===== config.mk =====
export PLATFORM = sky130hd
export DESIGN_NAME = pipe_stage_buf
export DESIGN_NICKNAME = d
export VERILOG_FILES = /design/src/rtl/pipe_stage_buf.sv
export SDC_FILE = /design/constraint.sdc
export NUM_CORES = 1
export LEC_CHECK = 0
export BUFFER_PORTS_ARGS = -buffer_cell sky130_fd_sc_hd__buf_2
export CELL_PAD_IN_SITES_DETAIL_PLACEMENT = 0
export CELL_PAD_IN_SITES_GLOBAL_PLACEMENT = 1
export CORE_UTILIZATION = 35
export CTS_CLUSTER_DIAMETER = 100
export DETAILED_ROUTE_END_ITERATION = 8
export PLACE_DENSITY = 0.68
export SLEW_MARGIN = 15
export SYNTH_ARGS = -nofsm -noshare
export SYNTH_HDL_FRONTEND = slang
export SYNTH_SLANG_ARGS = --single-unit

===== constraint.sdc =====
create_clock -name clk -period 2.2 [get_ports clk]
set_clock_uncertainty 0.1 [all_clocks]
set_input_delay 0.44 -clock clk [delete_from_list [all_inputs] [get_ports clk]]
set_output_delay 0.44 -clock clk [all_outputs]
set_load 0.02 [all_outputs]

===== src/rtl/pipe_stage_buf.sv =====
// pipe_stage_buf: valid/ready pipeline register with a one-entry skid buffer,
// synchronous flush and a saturating stall-cycle counter.
`default_nettype none

module pipe_stage_buf #(
   parameter int unsigned          WIDTH     = 32,
   parameter logic [WIDTH-1:0]     RESET_VAL = '0,
   parameter int unsigned          CNT_W     = 16
) (
   input  logic             clk,
   input  logic             rst,
   input  logic             in_valid,
   output logic             in_ready,
   input  logic [WIDTH-1:0] in_data,
   output logic             out_valid,
   input  logic             out_ready,
   output logic [WIDTH-1:0] out_data,
   input  logic             flush,
   output logic [1:0]       occupancy,
   output logic [CNT_W-1:0] stall_cnt
);

   typedef enum logic [1:0] {
      S_EMPTY = 2'd0,
      S_ONE   = 2'd1,
      S_TWO   = 2'd2
   } state_t;

   state_t           state_q, state_d;
   logic [WIDTH-1:0] main_q, main_d;
   logic [WIDTH-1:0] skid_q, skid_d;
   logic [CNT_W-1:0] stall_q, stall_d;
   logic             in_fire;
   logic             out_fire;

   // Both handshake outputs derive only from the state register.
   assign out_valid = (state_q != S_EMPTY);
   assign in_ready  = (state_q != S_TWO);
   assign in_fire   = in_valid & in_ready;
   assign out_fire  = out_valid & out_ready;
   assign out_data  = main_q;
   assign occupancy = state_q;
   assign stall_cnt = stall_q;

   always_comb begin
      state_d = state_q;
      main_d  = main_q;
      skid_d  = skid_q;
      stall_d = stall_q;

      if (out_valid && !out_ready && (stall_q != {CNT_W{1'b1}}))
         stall_d = stall_q + 1'b1;

      if (flush) begin
         state_d = S_EMPTY;
      end else begin
         unique case (state_q)
            S_EMPTY: begin
               if (in_fire) begin
                  main_d  = in_data;
                  state_d = S_ONE;
               end
            end
            S_ONE: begin
               if (in_fire && out_fire) begin
                  main_d = in_data;
               end else if (in_fire) begin
                  skid_d  = in_data;
                  state_d = S_TWO;
               end else if (out_fire) begin
                  state_d = S_EMPTY;
               end
            end
            S_TWO: begin
               if (out_fire) begin
                  main_d  = skid_q;
                  state_d = S_ONE;
               end
            end
            default: state_d = S_EMPTY;
         endcase
      end
   end

   always_ff @(posedge clk) begin
      if (rst) begin
         state_q <= S_EMPTY;
         main_q  <= RESET_VAL;
         skid_q  <= RESET_VAL;
         stall_q <= '0;
      end else begin
         state_q <= state_d;
         main_q  <= main_d;
         skid_q  <= skid_d;
         stall_q <= stall_d;
      end
   end

endmodule

`default_nettype wire


==> reports/metrics.csv, run 1 <==
metric,value,unit
hp-start,in_data[14],
vias_per_cell,5.10,
dieArea,11100,sq um
drt_wl_total,9360,um
drt_pass1_iterations,4,
final_layout_size_suffix_gt1_share,23.7,%
synth_top_family_by_area,simple AND/OR/NAND/NOR gates,
yosysSeqAreaShare,43.8,%
cts_sinks,82,
relSlewSlack,59.5,%
p_per_area,664,nW/um^2
antennaDiodeCount,0,
whs_endpoint,skid_q[14],
post-cts-setup-buffers,0,
clkLatencyLatePin,0.35,ns
synth-seq-cells,82,
io_buffers,88,
fmax,0.485,GHz
core_area,10400,sq um
setup_violations,0,
routedWlPerCell,14.2,um
synthAdderAreaFrac,0.334,%
initial_core_util,36.1,%
yosys_warnings,0,
min_path_type,in2reg,
slew_viol_final,0,
fp.dieH,105,um
path_cells,nand2b_2 > buf_12 > buf_2,
synthMuxAreaShare,10.6,%
r2r-end,stall_cnt[9],
cp.arrival,1.52,ns
fin_nets,556,
critical_path_class,reg2out,
r2r_cells,4,
first_global_vias,2976,
irDropWorstVdd,465,uV
dp.final_hpwl,5960,um
clk_transition_reported_paths,0.10,ns
cts-resized-gates,0,
finalHoldViolations,0,
root_buffer,clkbuf_8,
yosysTopAreaCellShare,43.8,%
grt_usage,17.2,%
synth_area,3750,sq um
ys_types,44,
path_max_fanout,19,
syn_nets,480,
p_leak,1.98,nW
area_growth,20.9,%
min_period,2.06,ns
grt_overflow,0,
worst_pin_slew,0.607,ns
fin_tns_setup,0,ns
startpoint_type,flip-flop,
clockBufferDepth,2,
synth.area.top_cells,"dfxtp_1, a21oi_1, mux2i_1",
synth_compound_area_share,18.2,%
synth_xor_xnor_area_share,0,%
drtAntennaViolNets,0,
regToRegSetupSlack,0.28,ns
die_w,105,um
drt_iter0_markers,89,
grt_pass1_wl,15200,um
syn_avg_cell_area,8.48,sq um
hold_buffers,0,
whs_path_depth,3,
yosys.area_share.simple,22.1,%
seq_area,1640,sq um
design.portCount,89,
syn_inst,442,
status,"complete, no violations",
cap_violations,0,
rsz0062_at_grt,no,
synth_top_cell_by_area,dfxtp_1,
grt_max_degree,65,
cts_tree,yes,
finalPower,3.01,mW
drc_errors,0,
worstReg2RegStart,occupancy[0],
multiInputGateArea,1940,sq um
crit_path_end_kind,output port,
period_share,93.8,%
cpPeakStageDelay,0.56,ns
cp_top_family,flip-flops,
cpMaxStageDelayCell,dfxtp_1,
num_rows,37,
cts_buffers,9,
gp_congestion,0.814,
num-fill-cells,1059,
cts_max_level,3,
vias,3358,
antenna_found_initial,0,
critPathBufInv,2,
worstPathRequired,1.66,ns
## power by group
group          leakage [nW]  switching (mW)  total (mW)  internal (mW)
Combinational          1.22           0.197       0.322          0.125
Sequential            0.665          0.0238        1.55           1.52
Clock                0.0962           0.576        1.14          0.563
## kinds of logic (layout without fill, tap and decap cells)
kind of cell	after synthesis	count (layout)
AND/OR/NAND/NOR	158	158
multiplexers	39	39
buffers and inverters	37	118
flip-flops	82	82
AO/OA/AOI/OAI	125	125
adder cells (fa/ha/maj)	1	1
## per-stage QoR
stage                     cell area (sq um)  util (%)  hold WS (ns)  std cells  setup WS [ns]
after CTS                              4530      43.7         0.211        659          0.123
after global placement                 4330      41.7         0.341        643          0.259
after global routing                   4530      43.7         0.206        659         0.0422
after floorplan                        3750         -         0.336        442          0.327
after detailed placement               4330      41.7         0.346        643          0.220
final                                  4530      43.7         0.222        659          0.137
## layout by cell type (no fill, tap or decap), types with 2 or more instances in the layout
cell	instances
dfxtp_1	82
a211oi_1	4
nand4_1	3
nand3_1	5
clkbuf_8	10
buf_4	10
mux2i_1	35
nor4b_1	3
o21bai_1	2
nor3b_1	3
and3_1	2
a21oi_1	73
and4_1	3
mux2_1	4
nor3_1	5
and2_1	3
nor3_2	2
nor2_1	8
o21ai_0	33
buf_2	88
nor2b_1	5
nand2b_1	2
buf_12	3
a31oi_1	5
nand2_1	72
clkinvlp_4	2
or3_1	34
## flip-flops by register name, indices dropped and copies added, names as in the netlist
signal / flops
occupancy: 2
skid_q: 32
out_data: 32
stall_cnt: 16
## cell type report
cell class	instances	share of cell area, %
well taps	136	3.75
flip-flops and latches	82	36.2
inverters	1	0.0828
repair buffers	101	12.7
clock inverters	5	1.38
clock buffers	11	3.12
multi-input cells	323	42.7
## synth_stat cells (all sizes together)
master,number
dfxtp,82
a21oi,73
nand2,72
mux2i,35
or3,34
o21ai,33
clkbuf,23
buf,13
nor2,8
nor3,7
nand3,6
a31oi,5
nor2b,5
a211oi,4
mux2,4
nor4b,4
and2,3
and4,3
nand2b,3
nand4,3
nor3b,3
and3,2
nor4,2
o21bai,2
a2111oi,1
a2bb2oi,1
a311oi,1
a41oi,1
ha,1
inv,1
nand4b,1
o21a,1
o21ba,1
o22a,1
o31ai,1
or2,1
or4,1
## tightest hold or removal path: stages
cell	delay, ns
buf_2	0.10
nand2_1	0.05
a21oi_1	0.05
## how the worst max path moves through the flow
stage	to	start	slack [ns]	cells after the start
after floorplan	stall_cnt[14]	stall_cnt[5]	0.33	4
after global placement	stall_cnt[9]	out_ready	0.26	5
after detailed placement	stall_cnt[9]	out_ready	0.22	5
after CTS	in_ready	occupancy[0]	0.12	3
after global routing	in_ready	occupancy[0]	0.04	3
final	in_ready	occupancy[0]	0.14	3
## per-layer routing
layer	global-route usage, %	part of all wire, %	vias up
met5	0	0	-
met4	5.94	1.2	0
met3	3.22	3.5	9
met2	26.8	46	69
met1	23.7	50	1560
li1	-	-	1720
Note: power is estimated with default switching activity, not from simulation.
==> run 2, diff against run 1 <==
==> constraint.sdc (replaced) <==
create_clock -name clk -period 2.3 [get_ports clk]
set_clock_uncertainty 0.1 [all_clocks]
set_input_delay 0.46 -clock clk [delete_from_list [all_inputs] [get_ports clk]]
set_output_delay 0.46 -clock clk [all_outputs]
set_load 0.02 [all_outputs]
==> run 2 against run 1 <==
Power shrank 5.8%. Global-route usage is 0.057 points lower. Register-to-register slack better by 0.08 ns. Clock-buffer cell count shrank 1. Routed wire length up 0.52%. Clock power decreased by 8%. First-iteration DRC count shrank 12%. Worst setup slack improved by 0.056 ns. Die area stayed put. Largest power group unchanged. Critical path type unchanged. Largest cell class unchanged. Cell count decreased by 0.15%.
==> reports/metrics.csv, run 2 (same netlist as run 1, synthesis figures left out) <==
metric,value,unit,change
vias_per_cell,5.09,,about the same
post-cts-setup-buffers,0,,unchanged
worst_pin_slew,0.559,ns,-0.0483 ns
design.portCount,89,,unchanged
gp_congestion,0.798,,-1.9%
clkLatencyLatePin,0.35,ns,about the same
cts_tree,yes,,
clk_transition_reported_paths,0.09,ns,about the same
seq_area,1640,sq um,unchanged
cts_buffers,9,,unchanged
fp.dieH,105,um,unchanged
dp.final_hpwl,6040,um,+1.3%
multiInputGateArea,1940,sq um,unchanged
drt_pass1_iterations,4,,unchanged
grt_max_degree,47,,-28%
p_int,2.09,mW,-5.3%
antennaDiodeCount,0,,unchanged
min_path_type,in2reg,,
critical_path_class,reg2out,,
num-fill-cells,1084,,+2.4%
die_w,105,um,unchanged
relSlewSlack,62.4,%,+2.9 points
grt_usage,17.1,%,-0.057 points
fmax,0.475,GHz,
cap_violations,0,,unchanged
startpoint_type,flip-flop,,
io_buffers,88,,unchanged
drt_wl_total,9410,um,+0.52%
rsz0062_at_grt,no,,
drtAntennaViolNets,0,,unchanged
grt_pass1_wl,15000,um,-1.4%
num_rows,37,,unchanged
pwr-share-seq,52.2,%,+0.7 points
routedWlPerCell,14.3,um,+0.68%
area_growth,20.3,%,
dieArea,11100,sq um,unchanged
p_leak,1.98,nW,-0.18%
hold_buffers,0,,unchanged
slew_viol_final,0,,unchanged
crit_path_end_kind,output port,,
grt_overflow,0,,unchanged
p_per_area,629,nW/um^2,-5.3%
vias,3351,,-0.21%
cp.arrival,1.55,ns,+0.03 ns
finalHoldViolations,0,,unchanged
root_buffer,clkbuf_8,,
initial_core_util,36.1,%,unchanged
status,"complete, no violations",,
setup_ws,0.193,ns,+0.0561 ns
final_layout_size_suffix_gt1_share,23.8,%,+0.045 points
worstPathRequired,1.74,ns,+0.08 ns
switching_share,26.1,%,-0.36 points
final_cell_mix,"buf_2, dfxtp_1, a21oi_1",,
antenna_found_initial,0,,unchanged
place_ws,0.273,ns,+0.0526 ns
cts_sinks,82,,unchanged
irDropWorstVdd,249,uV,-46%
pwr-share-comb,10.6,%,about the same
fin_nets,556,,unchanged
path_max_fanout,26,,+7
layout_commonest_cell,buf_2,,
switchingPower,0.741,mW,-7.1%
drc_errors,0,,unchanged
cts_max_level,3,,unchanged
min_period,2.11,ns,
fin_tns_setup,0,ns,unchanged
period_share,91.6,%,
first_global_vias,2982,,+0.20%
cts-resized-gates,0,,unchanged
setup_violations,0,,unchanged
core_area,10400,sq um,unchanged
power.share.clock,37.2,%,-0.7 points
drt_iter0_markers,78,,-12%
finalPower,2.83,mW,-5.8%
clockBufferDepth,2,,unchanged
[run 2: cell count changes in the layout (fill, tap and decap cells not counted), sizes merged]
cell / previous run / this run
clkbuf: 11 / 10
clkinv: 1 / 2
inv: 2 / 1
[run 2: power groups by stage]
stage	sequential, mW	clock [mW]	combinational (mW)
2_1_floorplan	1.55	0	0.144
3_5_place_dp	1.51	0	0.304
4_1_cts	1.48	1.10	0.304
3_3_place_gp	1.51	0	0.301
6_report	1.48	1.05	0.301
5_1_grt	1.49	1.16	0.331
[run 2: layout make-up]
cell class	instances	share of cell area, %
well taps	136	3.77
clock inverters	5	1.22
repair buffers	101	12.5
clock buffers	10	3.05
inverters	1	0.0833
flip-flops and latches	82	36.4
multi-input cells	323	43.0
[run 2: metrics by stage]
step	util, %	cells	hold WS (ns)	cell area [sq um]
finish	43.5	658	0.244	4510
global route	43.5	658	0.229	4510
CTS	43.5	658	0.228	4510
detailed placement	41.6	643	0.346	4320
global placement	41.6	643	0.340	4320
floorplan	-	442	0.336	3750
[run 2: worst paths after layout]
| path | start | end | slack [ns] | depth (start not counted) |
|---|---|---|---|---|
| worst max-delay path | occupancy[0] | in_ready | 0.19 | 3 |
| worst min register to register | skid_q[6] | skid_q[6] | 0.36 | 2 |
| worst min-delay path | in_data[4] | skid_q[4] | 0.24 | 3 |
| worst max register to register | occupancy[0] | stall_cnt[9] | 0.36 | 4 |
[run 2: per-layer routing]
layer,vias to the layer above,track usage [%],share of wire (%)
met1,1542,22.5,49
met2,76,26.9,45
met4,0,7.24,1.3
met5,-,0,0
met3,11,4.02,4.5
li1,1722,-,-
[run 2: critical path: stages (launching register included)]
cell and delay [ns]:
dfxtp_1 0.54, nand2b_2 0.23, buf_12 0.22, buf_2 0.20
==> run 3, diff against run 2 <==
--- a/config.mk
+++ b/config.mk
@@ -6,12 +6,15 @@
 export NUM_CORES = 1
 export LEC_CHECK = 0
 export BUFFER_PORTS_ARGS = -buffer_cell sky130_fd_sc_hd__buf_2
+export CAP_MARGIN = 30
 export CELL_PAD_IN_SITES_DETAIL_PLACEMENT = 0
 export CELL_PAD_IN_SITES_GLOBAL_PLACEMENT = 1
+export CORE_MARGIN = 2
 export CORE_UTILIZATION = 35
 export CTS_CLUSTER_DIAMETER = 100
 export DETAILED_ROUTE_END_ITERATION = 8
 export PLACE_DENSITY = 0.68
+export SETUP_SLACK_MARGIN = 0.2
 export SLEW_MARGIN = 15
 export SYNTH_ARGS = -nofsm -noshare
 export SYNTH_HDL_FRONTEND = slang
==> run 3 against run 2 <==
Hold slack better by 0.011 ns. Cell count up 0.76%. Global-route usage down 0.63 points. Utilization up 0.62 points. Non-clock buffer count up 4. Die area up 3.8%. Clock-buffer cell count up 1. Critical endpoint unchanged. Highest routed layer unchanged.
==> reports/metrics.csv, run 3 (same netlist as run 1, synthesis figures left out) <==
metric,value,unit,change
r2r-end,stall_cnt[10],,
gp_congestion,0.769,,-3.7%
startpoint_type,flip-flop,,
grt_usage,16.5,%,-0.63 points
routedWlPerCell,14.3,um,-0.36%
grt_max_degree,65,,+38%
antennaDiodeCount,0,,unchanged
dieArea,11600,sq um,+3.8%
p_leak,2.01,nW,+1.6%
whs_path_depth,3,,unchanged
relSlewSlack,66.5,%,+4.0 points
status,"complete, no violations",,
drt_iter0_markers,79,,+1.3%
fin_tns_setup,0,ns,unchanged
final_layout_size_suffix_gt1_share,24.7,%,+0.91 points
root_buffer,clkbuf_8,,
r2r_cells,5,,+1
placed_area,4320,sq um,unchanged
min_period,1.98,ns,-0.123 ns
p_per_area,644,nW/um^2,+2.3%
drtAntennaViolNets,0,,unchanged
cp.arrival,1.42,ns,-0.13 ns
vias_per_cell,5.07,,-0.49%
slew_viol_final,0,,unchanged
clk_transition_reported_paths,0.09,ns,about the same
first_global_vias,3048,,+2.2%
regToRegSetupSlack,0.44,ns,+0.08 ns
worstPathRequired,1.74,ns,about the same
fin_nets,560,,+0.72%
design_area,4570,sq um,+1.4%
die_w,107,um,+1.9%
critical_path_class,reg2out,,
timing.hold.ws,0.255,ns,+0.0112 ns
period_share,86.2,%,-5.4 points
drt_wl_total,9450,um,+0.39%
antenna_found_initial,0,,unchanged
cts_sinks,82,,unchanged
final_cell_mix,"buf_2, dfxtp_1, a21oi_1",,
grt_pass1_wl,15100,um,+0.83%
min_path_type,in2reg,,
core_area,10400,sq um,unchanged
cts_max_level,3,,unchanged
finalPower,2.94,mW,+3.8%
cts_buffers,9,,unchanged
irDropWorstVdd,303,uV,+22%
rsz0062_at_grt,no,,
num_rows,37,,unchanged
design.portCount,89,,unchanged
cap_violations,0,,unchanged
fmax,0.504,GHz,+6.2%
area_growth,22.0,%,
setup_violations,0,,unchanged
finalHoldViolations,0,,unchanged
worst_pin_slew,0.498,ns,-0.0601 ns
worstReg2RegStart,stall_cnt[0],,
fp.dieH,107,um,+1.9%
clkLatencyLatePin,0.34,ns,about the same
whs_endpoint,skid_q[18],,
drt_pass1_iterations,5,,+1
io_buffers,88,,unchanged
drc_errors,0,,unchanged
hp-start,in_data[18],,
grt_overflow,0,,unchanged
dp.final_hpwl,6150,um,+1.9%
hold_buffers,0,,unchanged
cts_tree,yes,,
initial_core_util,36.1,%,unchanged
path_max_fanout,21,,-19%
layout_commonest_cell,buf_2,,
clockBufferDepth,2,,unchanged
crit_path_end_kind,output port,,
vias,3360,,+0.27%
run 3: changes by cell type in the layout (fill, tap and decap cells not counted), sizes merged:
cell	delta
clkinvlp	-1
clkbuf	+1
buf	+4
bufinv	+1
run 3: final cells by class:
type	instances	area (sq um)
Multi-Input combinational cell	323	1940
Sequential cell	82	1640
Tap cell	136	170
Fill cell	1077	5800
Clock inverter	5	77.6
Inverter	1	3.75
Timing Repair Buffer	105	593
Clock buffer	11	141
run 3: worst max path at each step:
| stage | endpoint | startpoint | cells past startpoint | slack [ns] |
|---|---|---|---|---|
| floorplan | stall_cnt[14] | stall_cnt[5] | 4 | 0.43 |
| global placement | stall_cnt[9] | out_ready | 5 | 0.30 |
| detailed placement | stall_cnt[9] | out_ready | 5 | 0.25 |
| CTS | in_ready | occupancy[1] | 3 | 0.24 |
| global route | stall_cnt[10] | stall_cnt[0] | 5 | 0.21 |
| finish | in_ready | occupancy[0] | 3 | 0.32 |
run 3: critical path, stage by stage, from the launching register on:
cell and delay (ns):
dfxtp_2 0.44, nand2b_4 0.22, buf_12 0.20, buf_2 0.19
run 3: per-stage QoR:
stage	setup slack, ns	util [%]	cells
2_1_floorplan	0.427	-	442
3_3_place_gp	0.298	41.6	643
3_5_place_dp	0.252	41.6	643
4_1_cts	0.244	43.8	659
5_1_grt	0.211	44.1	663
6_report	0.317	44.1	663
run 3: where the power goes:
group | total, mW | internal (mW) | leakage [nW] | switching (mW)
Clock | 1.16 | 0.638 | 0.109 | 0.519
Combinational | 0.305 | 0.118 | 1.23 | 0.187
Sequential | 1.48 | 1.46 | 0.666 | 0.0220
run 3: layer usage:
layer / routed length [um] / up-vias / GRT usage (%)
met5: 0 / - / 0
met4: 56 / 0 / 5.22
met3: 291 / 4 / 3.87
met2: 4360 / 54 / 26.3
met1: 4740 / 1576 / 22.2
li1: - / 1726 / -
run 3: what timing repair did:
action,in CTS,in global routing
buffers inserted,0,4
resized for setup,2,1
endpoints found under the setup margin,1,2
hold endpoints to repair,0,0
